[config.mk]
export PLATFORM = sky130hd
export DESIGN_NAME = alu21_core
export DESIGN_NICKNAME = d
export VERILOG_FILES = /design/src/rtl/alu21_core.sv
export SDC_FILE = /design/constraint.sdc
export NUM_CORES = 2
export LEC_CHECK = 0
export BUFFER_PORTS_ARGS = -buffer_cell sky130_fd_sc_hd__buf_4
export CAP_MARGIN = 15
export CORE_MARGIN = 2
export CORE_UTILIZATION = 30
export CTS_BUF_LIST = sky130_fd_sc_hd__clkbuf_4
export DETAILED_ROUTE_END_ITERATION = 6
export SLEW_MARGIN = 20
export SYNTH_ARGS = -nofsm -noshare
export SYNTH_HDL_FRONTEND = slang
export SYNTH_SLANG_ARGS = --single-unit
[constraint.sdc]
create_clock -name clk -period 1.69 [get_ports clk]
set_input_delay 0.507 -clock clk [delete_from_list [all_inputs] [get_ports clk]]
set_output_delay 0.507 -clock clk [all_outputs]
set_load 0.02 [all_outputs]
[src/rtl/alu21_core.sv]
// Registered 21-bit integer ALU for the execute stage: one opcode-selected
// result per clock, with a zero flag derived from the same next value as C.
module alu21_core #(
    parameter int WIDTH = 21,
    parameter int OPW   = 5
) (
    input  logic             clk,
    input  logic             rst_n,
    input  logic [WIDTH-1:0] A,
    input  logic [WIDTH-1:0] B,
    input  logic [OPW-1:0]   sel,
    output logic [WIDTH-1:0] C,
    output logic             flagZ
);

    localparam logic [OPW-1:0] OP_AND = OPW'(5'd1);
    localparam logic [OPW-1:0] OP_OR  = OPW'(5'd2);
    localparam logic [OPW-1:0] OP_ADD = OPW'(5'd3);
    localparam logic [OPW-1:0] OP_XOR = OPW'(5'd4);
    localparam logic [OPW-1:0] OP_SUB = OPW'(5'd5);
    localparam logic [OPW-1:0] OP_SLL = OPW'(5'd6);
    localparam logic [OPW-1:0] OP_SRL = OPW'(5'd7);
    localparam logic [OPW-1:0] OP_SRA = OPW'(5'd8);
    localparam logic [OPW-1:0] OP_MUL = OPW'(5'd9);
    localparam logic [OPW-1:0] OP_DIV = OPW'(5'd10);
    localparam logic [OPW-1:0] OP_MOD = OPW'(5'd11);
    localparam logic [OPW-1:0] OP_SLT = OPW'(5'd12);
    localparam logic [OPW-1:0] OP_MOV = OPW'(5'd13);
    localparam logic [OPW-1:0] OP_NOT = OPW'(5'd14);

    // Shift amount is the low five bits of B; amounts past the width saturate.
    localparam logic [4:0] SH_LIM = 5'(WIDTH);

    logic [4:0]       amt;
    logic             sh_over;
    logic [WIDTH-1:0] sll_res, srl_res, sra_res;
    logic [WIDTH-1:0] mul_res, div_res, mod_res, slt_res;
    logic [WIDTH-1:0] res;

    assign amt     = B[4:0];
    assign sh_over = (amt >= SH_LIM);

    assign sll_res = sh_over ? '0 : (A << amt);
    assign srl_res = sh_over ? '0 : (A >> amt);
    assign sra_res = sh_over ? {WIDTH{A[WIDTH-1]}} : WIDTH'($signed(A) >>> amt);

    assign mul_res = A * B;
    // Divide by zero returns all-ones for the quotient and passes A as remainder.
    assign div_res = (B == '0) ? '1 : (A / B);
    assign mod_res = (B == '0) ? A  : (A % B);
    assign slt_res = {{(WIDTH-1){1'b0}}, ($signed(A) < $signed(B))};

    always_comb begin
        res = '0;
        case (sel)
            OP_AND:  res = A & B;
            OP_OR:   res = A | B;
            OP_ADD:  res = A + B;
            OP_XOR:  res = A ^ B;
            OP_SUB:  res = A - B;
            OP_SLL:  res = sll_res;
            OP_SRL:  res = srl_res;
            OP_SRA:  res = sra_res;
            OP_MUL:  res = mul_res;
            OP_DIV:  res = div_res;
            OP_MOD:  res = mod_res;
            OP_SLT:  res = slt_res;
            OP_MOV:  res = B;
            OP_NOT:  res = ~A;
            default: res = '0;
        endcase
    end

    always_ff @(posedge clk or negedge rst_n) begin
        if (!rst_n) begin
            C     <= '0;
            flagZ <= 1'b1;
        end else begin
            C     <= res;
            flagZ <= (res == '0);
        end
    end

endmodule

* After elaboration in Yosys (flattened, before gate mapping)
Index checks and enable logic that the tools add are counted.
** Word-level totals
- Bits in registers :: 22
- Bits in latches :: 0
- Memory bits (writable) :: 0
- ROM bits :: 0
- Logic and storage cells :: 38
- Memories :: 0
** Operators by class
- Add/sub/neg operators :: 2
- Multiply operators :: 1
- Div/mod/pow operators :: 2
- Magnitude comparators :: 2
- Equal/unequal tests :: 14
- Shift-type cells :: 3
- Multiplexer cells :: 6
- Bitwise operators :: 4
- Reduce and logical (&&, ||, !) cells :: 2
** Operators with widths (number)
- case mux 21 bit (14 select lines) :: 1
- 2-to-1 mux 21 bit :: 5
- logical NOT 21 bit :: 2
- == test 5 x 4 -> 1 bit, second input constant :: 7
- adder 21 bit :: 1
- AND 21 bit :: 1
- divider 21 x 21 -> 21 bit :: 1
- < comparator 21 bit :: 1
- modulo 21 x 21 -> 21 bit :: 1
- multiplier 21 x 21 -> 21 bit :: 1
- NOT 21 bit :: 1
- OR 21 bit :: 1
- << shifter 21 x 5 -> 21 bit :: 1
- right shift 21 x 5 -> 21 bit :: 1
- >>> shifter 21 x 5 -> 21 bit :: 1
- subtractor 21 bit :: 1
- bitwise XOR 21 bit :: 1
- == test 5 x 3 -> 1 bit, second input constant :: 4
- == test 5 x 2 -> 1 bit, second input constant :: 2
- == test 5 x 1 -> 1 bit, second input constant :: 1
- greater-or-equal comparator 5 bit, second input constant :: 1

* Depth between registers and ports, before layout
- Word-level depth :: 4
- Gate-level depth with buffers :: 198
- Gate-level depth less buffers :: 181

* Least setup slack after synthesis
Ideal clock, no wire load.
- Kind :: input to register
- Start :: in B[0]
- End :: reg flagZ
- Setup time :: 63 ps
- Arrival time :: 40770 ps
- Slack :: -39144 ps
- Stages :: 185
- Buffers on the path :: 31
- Path through :: clkbuf_1 > inv_2 > clkbuf_1 > ha_1 > clkbuf_1 > and2_1 > a41oi_1 > nor2b_1 > ha_1 > o21ai_0 > a21oi_1 > and4_1 > nor3b_1 > or2_2 > ha_1 > o211ai_1 > a21oi_1 > nand4_1 > [... 149 more ...] > buf_1 > o21ai_0 > ha_1 > a21o_1 > a21o_1 > a21o_1 > nor3_1 > o21a_1 > nor2_1 > clkbuf_1 > a21oi_1 > a41oi_1 > a21o_1 > or4b_1 > or4_1 > or3_1 > nor4_1 > and4bb_1
** Between the ends
- Longest elaborated chain between the ends :: 4
- Elaborated cells on any way between the ends :: 21
- Those cells by class :: add/sub: 2; mul: 1; div: 2; order compare: 2; shift: 3; mux: 6; bitwise: 3; reduce/logical: 2
** Ends and longest elaborated chain
- from (decl) :: RTL line 10 : input logic [WIDTH-1:0] B,
- modulo 21 x 21 -> 21 bit (tied with other cells) :: RTL line 50 : assign mod_res = (B == '0) ? A : (A % B);
- 2-to-1 mux 21 bit, on equally long branches
- case mux 21 bit (14 select lines) (*) :: RTL line 55 : case (sel)
- named net res[11] :: RTL line 38 : logic [WIDTH-1:0] res;
- logical NOT 21 bit (*) :: RTL line 80 : flagZ <= (res == '0);
- to (signal assigned) :: RTL line 80
- to (decl) :: RTL line 13 : output logic flagZ
Mark *: on every way through the listed nets, which the timed path passes. The rest lies on a longest branch.

* Worst setup path after layout
- Start :: in B[4]
- End :: reg flagZ
Same word-level chain as after synthesis.

==> results.json <==
{
  "die_w_um": 307,
  "track_usage_pct": 33.9,
  "cts_buffers": 3,
  "antenna_found_initial": 6,
  "initial_utilization_pct": 30.2,
  "cts_buffer_depth": 2,
  "crit_required_ns": 2.00,
  "finalWorstSetupSlack_ns": -33.20,
  "cp.arrival_ns": 35.20,
  "routed_wl_mm": 167,
  "cpMaxStageDelayCell": "or4b_1",
  "end_kind": "flop",
  "power_switching_mw": 24.2,
  "synth-seq-cells": 22,
  "worstMarginPinSlew_ns": 1.10,
  "io_buffers": 70,
  "slew_headroom_pct": 26.6,
  "slowest_delay_ns": 0.50,
  "final_cell_mix": "buf_4 (1770), nor2_1 (373), nand2_1 (371)",
  "synthCells": 3882,
  "detail_route.wl_per_cell_um": 24.6,
  "hold_viol": 0,
  "placedCellCount": 6446,
  "final_common_cell": "buf_4",
  "synth_seq_area_share_pct": 2.00,
  "fin_tns_setup_ns": -703.92,
  "rsz0062_at_grt": "true",
  "ant_nets": 0,
  "drt_iter0_markers": 3854,
  "use_met1_pct": 42.4,
  "yosys_warnings": 0,
  "grt_pass1_wl_mm": 243,
  "synth_flop_cell": "dfrtp_1",
  "met3_usage_pct": 7.36,
  "p_clk_share_pct": 0.7,
  "grt.busiest_layer": "met2",
  "cts_hold_buffers": 0,
  "powerDensity_nw_per_um2": 983,
  "die_y_um": 307,
  "fin_cells": 6781,
  "p_total_mw": 46.9,
  "syn-cell-area_um2": 27500,
  "min-delay-path-class": "in -> async",
  "p_int_mw": 22.7,
  "die_area_um2": 94200,
  "outcome": "complete, but fails checks",
  "clock-sinks": 22,
  "rows": 111,
  "switching_share_pct": 51.5,
  "drt_first_pass_iters": 6,
  "maxCapViolCount": 0,
  "grt_max_degree": 55,
  "cts_tree": "yes",
  "fillers": 8457,
  "drv_slew": 0,
  "first_global_vias": 38700,
  "drc": 0,
  "grt_util_met2_pct": 54.5,
  "vias": 38800,
  "drive_above_1_share_pct": 47.1,
  "routabilityCongestion": 1.06,
  "irDropWorstVdd_mv": 2.49,
  "place_hpwl_mm": 126,
  "worstPathMaxFanout": 8,
  "violations": "negative setup slack",
  "io_pins": 71,
  "clkTransAtPathRegs_ns": 0.18,
  "p_leak_nw": 22.4,
  "synth_edf_count": 0,
  "fmax_mhz": 28.7,
  "period_share_pct": 2060,
  "cp-start-kind": "primary input",
  "final_util_pct": 52.3,
  "ys_types": 100,
  "viasPerCell": 5.73,
  "fin_crit_ns": 34.89,
  "area_growth_pct": 73.3,
  "htree_num_levels": 1,
  "p_seq_share_pct": 1.5,
  "fin_nets": 6168,
  "root_buffer": "clkbuf_4",
  "power_frac_comb_pct": 97.8,
  "setup_violations": 22,
  "overflow": 0,
  "syn_avg_cell_area_um2": 7.09,
  "syn_nets": 4458,
  "synthArstFlopShare_pct": 100,
  "design.core.area_um2": 91200,
  "worstSetupPathType": "in -> reg"
}
[power by group through the flow]
stage	Clock (mW)	Combinational, mW	Sequential (mW)
after global routing	0.320	49.1	0.732
final	0.325	45.8	0.724
after global placement	0	40.2	0.732
after detailed placement	0	40.6	0.734
after floorplan	0	21.6	0.886
after CTS	0.312	43.6	0.728
[cell families (layout without fill, tap and decap cells)]
family / count (synthesis) / count (layout) / share of synthesized area (%)
buffers and inverters: 520 / 2228 / 7.18
flip-flops: 22 / 22 / 2.00
XOR/XNOR: 199 / 199 / 6.33
multiplexers: 88 / 88 / 4.69
adder cells (fa/ha/maj): 527 / 527 / 28.3
AND/OR/NAND/NOR: 1375 / 1375 / 23.3
AO/OA/AOI/OAI: 1151 / 1152 / 28.2
other: 0 / 4 / 0
[worst paths after layout]
kind / to / startpoint / cells after the start / slack, ns
setup / recovery: flagZ / B[4] / 184 / -33.20
hold / removal: C[8] / rst_n / 1 / 0.04
max in group asynchronous: flagZ / rst_n / 1 / 1.34
min in group clk: C[0] / A[0] / 5 / 1.10
[what timing repair did]
action | CTS | global route
gates resized for setup | 527 | 271
gates cloned | 3 | 1
buffers inserted | 245 | 101
endpoints found under the setup margin | 22 | 22
pin swaps | 278 | 221
[state kept, by name, indices dropped and copies added (netlist names)]
| signal | count |
|---|---|
| C | 21 |
| flagZ | 1 |
[metrics by stage]
step,worst slack (ns),cell area (um^2),hold WS (ns)
after detailed placement,-36.50,41300,0.443
final,-33.20,47700,0.0402
after global routing,-34.40,47700,0.0662
after CTS,-32.45,45700,0.0575
after global placement,-35.82,41300,0.435
after floorplan,-32.69,29100,0.211
[cell usage after synthesis (52+ instances only)]
master / count / area share (%)
nor2_1: 428 / 5.8
a21oi_1: 285 / 5.2
nand2_1: 413 / 5.6
fa_1: 158 / 11
a21o_1: 73 / 2.0
inv_1: 309 / 4.2
xnor2_1: 129 / 4.1
nor3_1: 104 / 1.9
o21ai_0: 192 / 3.5
a211oi_1: 57 / 1.6
xor2_1: 70 / 2.2
o21a_1: 64 / 1.7
nand3_1: 94 / 1.7
clkbuf_1: 161 / 2.2
a31oi_1: 52 / 1.2
o211ai_1: 52 / 1.4
ha_1: 369 / 17
[critical path: cells and delay by family]
| family | cells | cell delay (ns) |
|---|---|---|
| AO/OA/AOI/OAI | 81 | 15.32 |
| XOR/XNOR | 1 | 0.25 |
| adder cells (fa/ha/maj) | 20 | 5.09 |
| buffers and inverters | 30 | 3.98 |
| multiplexers | 3 | 0.78 |
| AND/OR/NAND/NOR | 49 | 9.18 |
[metal layers]
| metal | up-vias | part of all wire (%) |
|---|---|---|
| li1 | 17500 | - |
| met1 | 18700 | 40 |
| met2 | 2021 | 44 |
| met3 | 609 | 9.5 |
| met4 | 2 | 7.1 |
| met5 | - | 0.0066 |
[cell type report]
type	instances	area (um^2)	share of cell area, %
Clock buffer	3	22.5	0.0472
Timing Repair Buffer	1902	14900	31.3
Sequential cell	22	552	1.16
Tap cell	1186	1480	3.11
Antenna cell	4	10.0	0.0210
Inverter	322	1220	2.55
Multi-Input combinational cell	3341	29500	61.8
Clock inverter	1	3.75	0.00787
Power figures use the tool's default switching activity.
